$ cat src/rtl/pixel_compositor_if.sv
// rtl/pixel_compositor_if.sv - scan, layer, game-control and RGB bundle for pixel_compositor
interface pixel_compositor_if #(
  parameter int NLAYERS = 4
);
  logic               pix_en;
  logic [31:0]        vgaX;
  logic [31:0]        vgaY;
  logic [NLAYERS-1:0] layerGrey;
  logic [NLAYERS-1:0] layerWhite;
  logic [1:0]         gameState;
  logic               frameTick;
  logic               nightToggle;
  logic [2:0]         vgaRed;
  logic [2:0]         vgaGreen;
  logic [1:0]         vgaBlue;

  modport master (
    output pix_en, vgaX, vgaY, layerGrey, layerWhite, gameState, frameTick, nightToggle,
    input  vgaRed, vgaGreen, vgaBlue
  );

  modport slave (
    input  pix_en, vgaX, vgaY, layerGrey, layerWhite, gameState, frameTick, nightToggle,
    output vgaRed, vgaGreen, vgaBlue
  );
endinterface

$ cat src/rtl/pixel_compositor.sv
// rtl/pixel_compositor.sv - prioritised layer merge with day/night fade and death flash
module pixel_compositor #(
  parameter int NLAYERS      = 4,
  parameter int ScreenW      = 640,
  parameter int ScreenH      = 480,
  parameter int FADE_DIV     = 2,
  parameter int FLASH_FRAMES = 8,
  parameter int FLASH_COUNT  = 3
) (
  input  logic clk,
  input  logic rst,
  pixel_compositor_if.slave bus
);
  typedef enum logic [1:0] {DAY, TO_NIGHT, NIGHT, TO_DAY} fade_e;
  typedef enum logic {IDLE, FLASH} flash_e;
  typedef enum logic [1:0] {BLANK, FG, BG} cls_e;

  localparam int HALVES = 2 * FLASH_COUNT;

  fade_e       fade_q;
  logic [2:0]  lvl_q;
  logic [15:0] div_q;
  flash_e      flash_q;
  logic        inv_q;
  logic [15:0] ph_q;
  logic [15:0] half_q;
  logic [1:0]  prev_gs_q;
  cls_e        class_q, class_d;
  logic [7:0]  rgb_q, rgb_d;
  logic        dead;
  logic        hit;
  logic [2:0]  val;

  assign dead = (bus.gameState == 2'b10);

  always_ff @(posedge clk) begin
    if (rst) begin
      fade_q <= DAY;
      lvl_q  <= 3'd0;
      div_q  <= '0;
    end else begin
      case (fade_q)
        DAY: if (bus.nightToggle) begin
          fade_q <= TO_NIGHT;
          div_q  <= '0;
        end
        NIGHT: if (bus.nightToggle) begin
          fade_q <= TO_DAY;
          div_q  <= '0;
        end
        TO_NIGHT: if (bus.frameTick) begin
          if (div_q == 16'(FADE_DIV - 1)) begin
            div_q <= '0;
            if (lvl_q != 3'd7) lvl_q <= lvl_q + 3'd1;
            if (lvl_q >= 3'd6) fade_q <= NIGHT;
          end else begin
            div_q <= div_q + 16'd1;
          end
        end
        TO_DAY: if (bus.frameTick) begin
          if (div_q == 16'(FADE_DIV - 1)) begin
            div_q <= '0;
            if (lvl_q != 3'd0) lvl_q <= lvl_q - 3'd1;
            if (lvl_q <= 3'd1) fade_q <= DAY;
          end else begin
            div_q <= div_q + 16'd1;
          end
        end
      endcase
    end
  end

  // ph_q counts ticks within a half-period, half_q counts completed half-periods
  always_ff @(posedge clk) begin
    if (rst) begin
      flash_q   <= IDLE;
      inv_q     <= 1'b0;
      ph_q      <= '0;
      half_q    <= '0;
      prev_gs_q <= 2'b00;
    end else begin
      prev_gs_q <= bus.gameState;
      case (flash_q)
        IDLE: if (dead && prev_gs_q != 2'b10) begin
          flash_q <= FLASH;
          inv_q   <= 1'b1;
          ph_q    <= '0;
          half_q  <= '0;
        end
        FLASH: if (!dead) begin
          flash_q <= IDLE;
          inv_q   <= 1'b0;
        end else if (bus.frameTick) begin
          if (ph_q == 16'(FLASH_FRAMES - 1)) begin
            ph_q <= '0;
            if (half_q == 16'(HALVES - 1)) begin
              flash_q <= IDLE;
              inv_q   <= 1'b0;
            end else begin
              half_q <= half_q + 16'd1;
              inv_q  <= ~inv_q;
            end
          end else begin
            ph_q <= ph_q + 16'd1;
          end
        end
      endcase
    end
  end

  always_comb begin
    hit     = 1'b0;
    class_d = BG;
    for (int i = 0; i < NLAYERS; i++) begin
      if (!hit && (bus.layerGrey[i] || bus.layerWhite[i])) begin
        hit     = 1'b1;
        class_d = bus.layerGrey[i] ? FG : BG;
      end
    end
    if (bus.vgaX >= 32'(ScreenW) || bus.vgaY >= 32'(ScreenH)) class_d = BLANK;
  end

  // BG is the complement of the fade level; the flash swaps which class gets which
  always_comb begin
    val   = ((class_q == FG) ^ inv_q) ? lvl_q : ~lvl_q;
    rgb_d = (class_q == BLANK) ? 8'd0 : {val, val, val[2:1]};
  end

  always_ff @(posedge clk) begin
    if (rst) begin
      class_q <= BLANK;
      rgb_q   <= 8'd0;
    end else if (bus.pix_en) begin
      class_q <= class_d;
      rgb_q   <= rgb_d;
    end
  end

  assign bus.vgaRed   = rgb_q[7:5];
  assign bus.vgaGreen = rgb_q[4:2];
  assign bus.vgaBlue  = rgb_q[1:0];
endmodule

$ cat src/flat_wrapper.sv
// flat-port wrapper written by rule: the top's interface ports become plain ports
module pixel_compositor_flat 
#(
  parameter int NLAYERS      = 4,
  parameter int ScreenW      = 640,
  parameter int ScreenH      = 480,
  parameter int FADE_DIV     = 2,
  parameter int FLASH_FRAMES = 8,
  parameter int FLASH_COUNT  = 3
)
  (clk, rst, bus_pix_en, bus_vgaX, bus_vgaY, bus_layerGrey, bus_layerWhite, bus_gameState, bus_frameTick, bus_nightToggle, bus_vgaRed, bus_vgaGreen, bus_vgaBlue);
  pixel_compositor_if #(.NLAYERS(NLAYERS)) bus_i ();
  input  logic clk;
  input  logic rst;
  input wire logic [$bits(bus_i.pix_en)-1:0] bus_pix_en;
  input wire logic [$bits(bus_i.vgaX)-1:0] bus_vgaX;
  input wire logic [$bits(bus_i.vgaY)-1:0] bus_vgaY;
  input wire logic [$bits(bus_i.layerGrey)-1:0] bus_layerGrey;
  input wire logic [$bits(bus_i.layerWhite)-1:0] bus_layerWhite;
  input wire logic [$bits(bus_i.gameState)-1:0] bus_gameState;
  input wire logic [$bits(bus_i.frameTick)-1:0] bus_frameTick;
  input wire logic [$bits(bus_i.nightToggle)-1:0] bus_nightToggle;
  output wire logic [$bits(bus_i.vgaRed)-1:0] bus_vgaRed;
  output wire logic [$bits(bus_i.vgaGreen)-1:0] bus_vgaGreen;
  output wire logic [$bits(bus_i.vgaBlue)-1:0] bus_vgaBlue;
  assign bus_i.pix_en = bus_pix_en;
  assign bus_i.vgaX = bus_vgaX;
  assign bus_i.vgaY = bus_vgaY;
  assign bus_i.layerGrey = bus_layerGrey;
  assign bus_i.layerWhite = bus_layerWhite;
  assign bus_i.gameState = bus_gameState;
  assign bus_i.frameTick = bus_frameTick;
  assign bus_i.nightToggle = bus_nightToggle;
  assign bus_vgaRed = bus_i.vgaRed;
  assign bus_vgaGreen = bus_i.vgaGreen;
  assign bus_vgaBlue = bus_i.vgaBlue;
  pixel_compositor #(.NLAYERS(NLAYERS), .ScreenW(ScreenW), .ScreenH(ScreenH), .FADE_DIV(FADE_DIV), .FLASH_FRAMES(FLASH_FRAMES), .FLASH_COUNT(FLASH_COUNT)) u_core (.clk(clk), .rst(rst), .bus(bus_i));
endmodule
$ cat config.mk
export PLATFORM = sky130hd
export DESIGN_NAME = pixel_compositor_flat
export DESIGN_NICKNAME = d
export VERILOG_FILES = /design/src/rtl/pixel_compositor_if.sv /design/src/rtl/pixel_compositor.sv /design/src/flat_wrapper.sv
export SDC_FILE = /design/constraint.sdc
export NUM_CORES = 1
export LEC_CHECK = 0
export CAP_MARGIN = 20
export CORE_UTILIZATION = 49
export DETAILED_ROUTE_END_ITERATION = 6
export DONT_BUFFER_PORTS = 1
export PLACE_DENSITY = 0.62
export SLEW_MARGIN = 40
export SYNTH_ARGS = -nofsm -noshare
export SYNTH_HDL_FRONTEND = slang
export SYNTH_SLANG_ARGS = --single-unit
$ cat constraint.sdc
create_clock -name clk -period 2 [get_ports clk]
set_input_delay 0.2 -clock clk [delete_from_list [all_inputs] [get_ports clk]]
set_output_delay 0.2 -clock clk [all_outputs]
set_load 0.005 [all_outputs]
Word-level counts from Yosys, hierarchy flattened
Cells that the tools add are included.

Bitwise gates (word level): 4. Magnitude comparators: 4. Reductions and logical operators: 24. Equality and inequality tests: 29. $add $sub $neg: 5. Multiplexer cells: 56.

Operators by type and width (number): 16-bit two-way mux (11); 16-bit one-hot mux with 2 select lines (3); 16-bit by 1-bit adder with 16-bit output, second input constant (3); 2-bit two-way mux (17); 16-bit by 3-bit equality test with 1-bit output, second input constant (2); 32-bit by 10-bit >= comparator with 1-bit output, second input constant (1); 32-bit by 9-bit >= comparator with 1-bit output, second input constant (1); 3-bit two-way mux (7); 2-bit by 1-bit inequality test with 1-bit output, second input constant (9); 2-bit inequality test, second input constant (9); 16-bit by 1-bit equality test with 1-bit output, second input constant (1); 1-bit two-way mux (13); 3-bit inequality test, second input constant (3); 8-bit two-way mux (1); 2-bit one-hot mux with 4 select lines (1); 8-bit AND reduction (1); 7-bit AND reduction (1); 2-bit equality test, second input constant (3); 3-bit one-hot mux with 2 select lines (1); 3-bit AND reduction (2); 1-bit logical OR (5); 5-bit AND reduction (1); 2-bit by 1-bit equality test with 1-bit output, second input constant (2); 1-bit logical AND (4); other kinds (14) (20).

Bits of input ports: 79. Flip-flop bits (word level): 67. Logic and storage cells: 132.

Logic depth before layout (Yosys ltp)
Depth in word-level cells: 12. Depth in mapped cells: 8. Gate-level depth less buffers: 7.

Least setup slack after synthesis
Ideal clock, no wire load.

Kind: reg2reg. Start point: reg u_core.fade_q[0]. End point: reg u_core.fade_q[1]. Setup slack: 0.165 ns. Period minus slack after synthesis: 1.835 ns. Path buffers: 1. Required time: 1.872 ns. Setup time: 0.128 ns. Arrival time: 1.707 ns. Stages on the path, launching flop included: 9. Cells stage by stage: dfxtp_1 > inv_1 > ha_1 > o21bai_1 > o21a_1 > clkbuf_1 > and4b_1 > mux2i_1 > nor2_1.

Word-level cells in the longest chain between the ends: 3. Elaborated cells on any way between the ends: 14. Those cells by class: 11 x eq/ne; 1 x mux; 2 x reduce/logical.

RTL lines: from (decl) (RTL line pixel_compositor.sv:20) `fade_e fade_q;`; from (signal assigned) (RTL line pixel_compositor.sv:38) `fade_q <= DAY;`; from (signal assigned) (RTL line pixel_compositor.sv:44) `fade_q <= TO_NIGHT;`; from (signal assigned) (RTL line pixel_compositor.sv:48) `fade_q <= TO_DAY;`; 2-bit equality test (tied with other cells) (RTL line pixel_compositor.sv:42) `case (fade_q)`; 2-bit by 1-bit inequality test with 1-bit output (no line) / 2-bit inequality test (equally long branches); 8-bit AND reduction (no line).

Several ways; a longest one is shown, not always the timed one. A chain may end at the register's enable or synchronous reset.

Worst setup path in the final report
Start point: reg u_core.div_q[1]. End point: reg u_core.div_q[13].

Word-level cells in the longest chain between the ends: 4. Elaborated cells on any way between the ends: 5. Those cells by class: 1 x add/sub; 1 x eq/ne; 3 x mux.

RTL lines: from (decl) (RTL line pixel_compositor.sv:22) `logic [15:0] div_q;`; from (signal assigned) (RTL line pixel_compositor.sv:57) `div_q <= div_q + 16'd1;`; from (signal assigned) (RTL line pixel_compositor.sv:66) `div_q <= div_q + 16'd1;`; 16-bit by 1-bit adder with 16-bit output / 16-bit by 1-bit equality test with 1-bit output (equally long branches); 16-bit two-way mux (*) (RTL line pixel_compositor.sv:52, pixel_compositor.sv:61); 16-bit two-way mux (*) (RTL line pixel_compositor.sv:60) `TO_DAY: if (bus.frameTick) begin`; 16-bit one-hot mux with 2 select lines (*) (RTL line pixel_compositor.sv:42).

Mark *: on every way between the ends. The rest lies on a longest branch, timed or not. The select of a mux whose other input is x is not followed.

==> results.py <==
metrics = {
    "timing": {
        "period_needed_ps": 1857,
        "fin_crit_sh": 0.9287,
        "drv_slew": 0,
        "hold_viol": 0,
        "setup_violations": 0,
        "maxSlewHeadroom": 0.6340,
        "fmax_mhz": 538.4,
        "worst_slew_pin_slew_ps": 547.2,
        "setup_tns_ps": 0,
        "hold_slack_ps": 24.01,
        "grt_setup_unrepaired": "no",
        "final.setup_skew_ps": 7.630,
    },
    "routing": {
        "ant_nets": 0,
        "firstDrtPassIters": 4,
        "drt_iter0_drc": 121,
        "wl_per_cell_um": 14.21,
        "drc_errors": 0,
        "drt_wl_total_um": 7531,
        "vias": 2976,
        "viasPerCell": 5.615,
    },
    "critical_path": {
        "crit_start": "u_core.div_q[1]",
        "crit_required_ps": 2270,
        "ff2ff_setup_slack_ps": 140,
        "crit_arrival_ps": 2130,
        "path_class": "reg -> reg",
        "setup.worst_path.end": "u_core.div_q[13]",
        "rr_startpoint": "u_core.div_q[1]",
        "r2r-end": "u_core.div_q[13]",
        "reg2regPathDepth": 7,
        "critPathMaxFanout": 4,
        "endpoint_kind": "flop",
        "cp-start-kind": "flop",
    },
    "synthesis": {
        "yosys-top-cells-area": "dfxtp_1, ha_1, nor2_1",
        "synth_top_flop_cell": "dfxtp_1",
        "ys_ff_latch": 62,
        "synth_nets": 506,
        "synthCells": 412,
        "ys_warn_count": 0,
        "synth_edf_count": 0,
        "postSynth.asyncResetShare": 0,
        "syn-cell-area_um2": 3457,
        "netlist.area_leader.share": 0.3590,
        "synth_cell_types": 53,
        "yosysTopAreaCell": "dfxtp_1",
        "syn_avg_cell_area_um2": 8.391,
        "ys_seq_area_frac": 0.3590,
    },
    "final_layout": {
        "fillers": 620,
        "fin_nets": 522,
        "area_growth_pct": 11.04,
        "fin_util": 0.5650,
        "mostFrequentLayoutCells": "dfxtp_1, nor2_1, nand2_1",
        "final_common_cell": "dfxtp_1",
        "drive_gt1_frac": 0.1088,
    },
    "die": {
        "initial_utilization": 0.5088,
        "row_count": 30,
        "die-area_um2": 7395,
        "ios": 87,
        "die_y_um": 86.00,
        "die_w_um": 86.00,
        "core_area_um2": 6794,
    },
    "clock_network": {
        "cts_root_buf": "clkbuf_8",
        "cts_tree": "done",
        "path_clk_slew_ps": 70,
        "clock_latency_ps": 330,
        "numCtsBuffers": 9,
        "numClockSinks": 62,
        "cts_buffer_depth": 2,
        "htreeDepth": 3,
        "cts_setup_buffers": 0,
    },
    "job": {
        "maxCapViolations": 0,
    },
    "power_and_ir_drop": {
        "ir_worst_vdd_mv": 0.4544,
        "p_per_area_nw_per_um2": 747.4,
        "p_leak_nw": 1.350,
    },
    "grt": {
        "grt_pass1_wl_um": 12390,
        "grt_overflow": 0,
        "grt.total_usage": 0.2173,
        "grt_max_degree": 17,
        "antenna_found_initial": 2,
        "grt_pass1_vias": 2727,
    },
    "min_path": {
        "hp-class": "in -> reg",
    },
    "placement": {
        "io_buffer_count": 0,
        "dp_hpwl_um": 5578,
        "place.gp.congestion": 0.8574,
    },
    "outcome": {
        "status": "finished clean",
    },
}
==> flip-flops by register name, summed over array words and instances, names as in the netlist <==
name              count
u_core.half_q        16
u_core.flash_q        1
u_core.ph_q          16
u_core.prev_gs_q      2
u_core.rgb_q          3
u_core.div_q         16
u_core.lvl_q          3
u_core.fade_q         2
u_core.inv_q          1
u_core.class_q        2
==> stage by stage <==
step | power (mW) | worst slack (ps) | std cells | area (µm²)
floorplan | 1.745 | 165.5 | 412 | 3457
global placement | 1.885 | 123.0 | 510 | 3621
detailed placement | 1.896 | 69.15 | 510 | 3621
CTS | 2.879 | 43.35 | 528 | 3819
global route | 3.037 | 0.6495 | 530 | 3839
finish | 2.869 | 142.7 | 530 | 3839
==> how the worst min path moves through the flow <==
| stage | to | start | depth (start not counted) | slack, ps |
|---|---|---|---|---|
| global placement | u_core.lvl_q[2] | rst | 1 | 270 |
| floorplan | u_core.prev_gs_q[0] | bus_gameState[0] | 1 | 330 |
| detailed placement | u_core.flash_q | rst | 1 | 270 |
| CTS | u_core.inv_q | rst | 2 | 10 |
| finish | u_core.inv_q | rst | 2 | 20 |
| global route | u_core.inv_q | rst | 2 | 10 |
==> power breakdown <==
part           switching, mW  internal, mW
Sequential            0.0358          1.28
Clock                  0.464         0.511
Combinational          0.335         0.245
Total                  0.834          2.03
==> worst max-delay path, stage by stage (launching register included) <==
cell	delay, ps
dfxtp_2	350
inv_1	60
ha_1	170
nor4b_2	160
and4_1	200
or2_1	280
or4_1	490
nand3_1	90
==> cell usage after synthesis (2+ instances only) <==
cell      count
and4_2        2
nor2_1       45
buf_2         2
inv_1        13
nor4b_1       2
nand4_4       2
and4_1        5
o21ai_0      17
nor4_1       17
o211ai_1      3
buf_4         5
and3_1        7
nor2b_1      10
nor3_1        8
nand2_1      37
xnor2_1      12
buf_6         2
a21oi_1      20
nand3_1      24
ha_1         15
nand2b_1      3
o21a_1        3
nor4b_2       3
or4_1         7
a211oi_1      2
and2_1        2
clkbuf_1      5
nand4_1      21
o31ai_1       4
xor2_1       19
dfxtp_1      62
mux2i_1       3
or3_1        10
==> cells by family (layout without fill, tap and decap cells) <==
family / count (synthesis) / in the layout / share of synthesized area
DFF: 62 / 62 / 0.3590
adders and majority gates: 15 / 15 / 0.05429
xor gates and xnor gates: 31 / 31 / 0.07854
muxes: 3 / 3 / 0.008687
and+or+nand+nor: 216 / 216 / 0.3572
other: 0 / 2 / 0
buffers and inverters: 28 / 48 / 0.04199
AOI/OAI and AO/OA: 57 / 57 / 0.1003
==> cell type report <==
| type | count | area [µm²] | share of cell area |
|---|---|---|---|
| flip-flops and latches | 62 | 1244 | 0.3240 |
| clock inverters | 1 | 5.005 | 0.001304 |
| diodes | 2 | 5.005 | 0.001304 |
| clock buffers | 14 | 162.7 | 0.04237 |
| well taps | 96 | 120.1 | 0.03129 |
| repair buffers | 20 | 170.2 | 0.04433 |
| inverters | 13 | 48.80 | 0.01271 |
| multi-input cells | 322 | 2083 | 0.5427 |
==> metal layers <==
metal	wire [µm]	GRT usage	vias up
met1	3289	0.2414	1343
met5	0	0	-
met2	3633	0.3795	88
met3	315	0.05005	16
li1	-	-	1529
met4	292	0.1258	0
==> what timing repair did <==
item / 4_1_cts / 5_1_grt
endpoints found under the hold margin: 13 / 0
hold buffers: 3 / 0
setup endpoints to repair: 0 / 22
gates resized for setup: 0 / 7
Power figures use the tool's default switching activity.
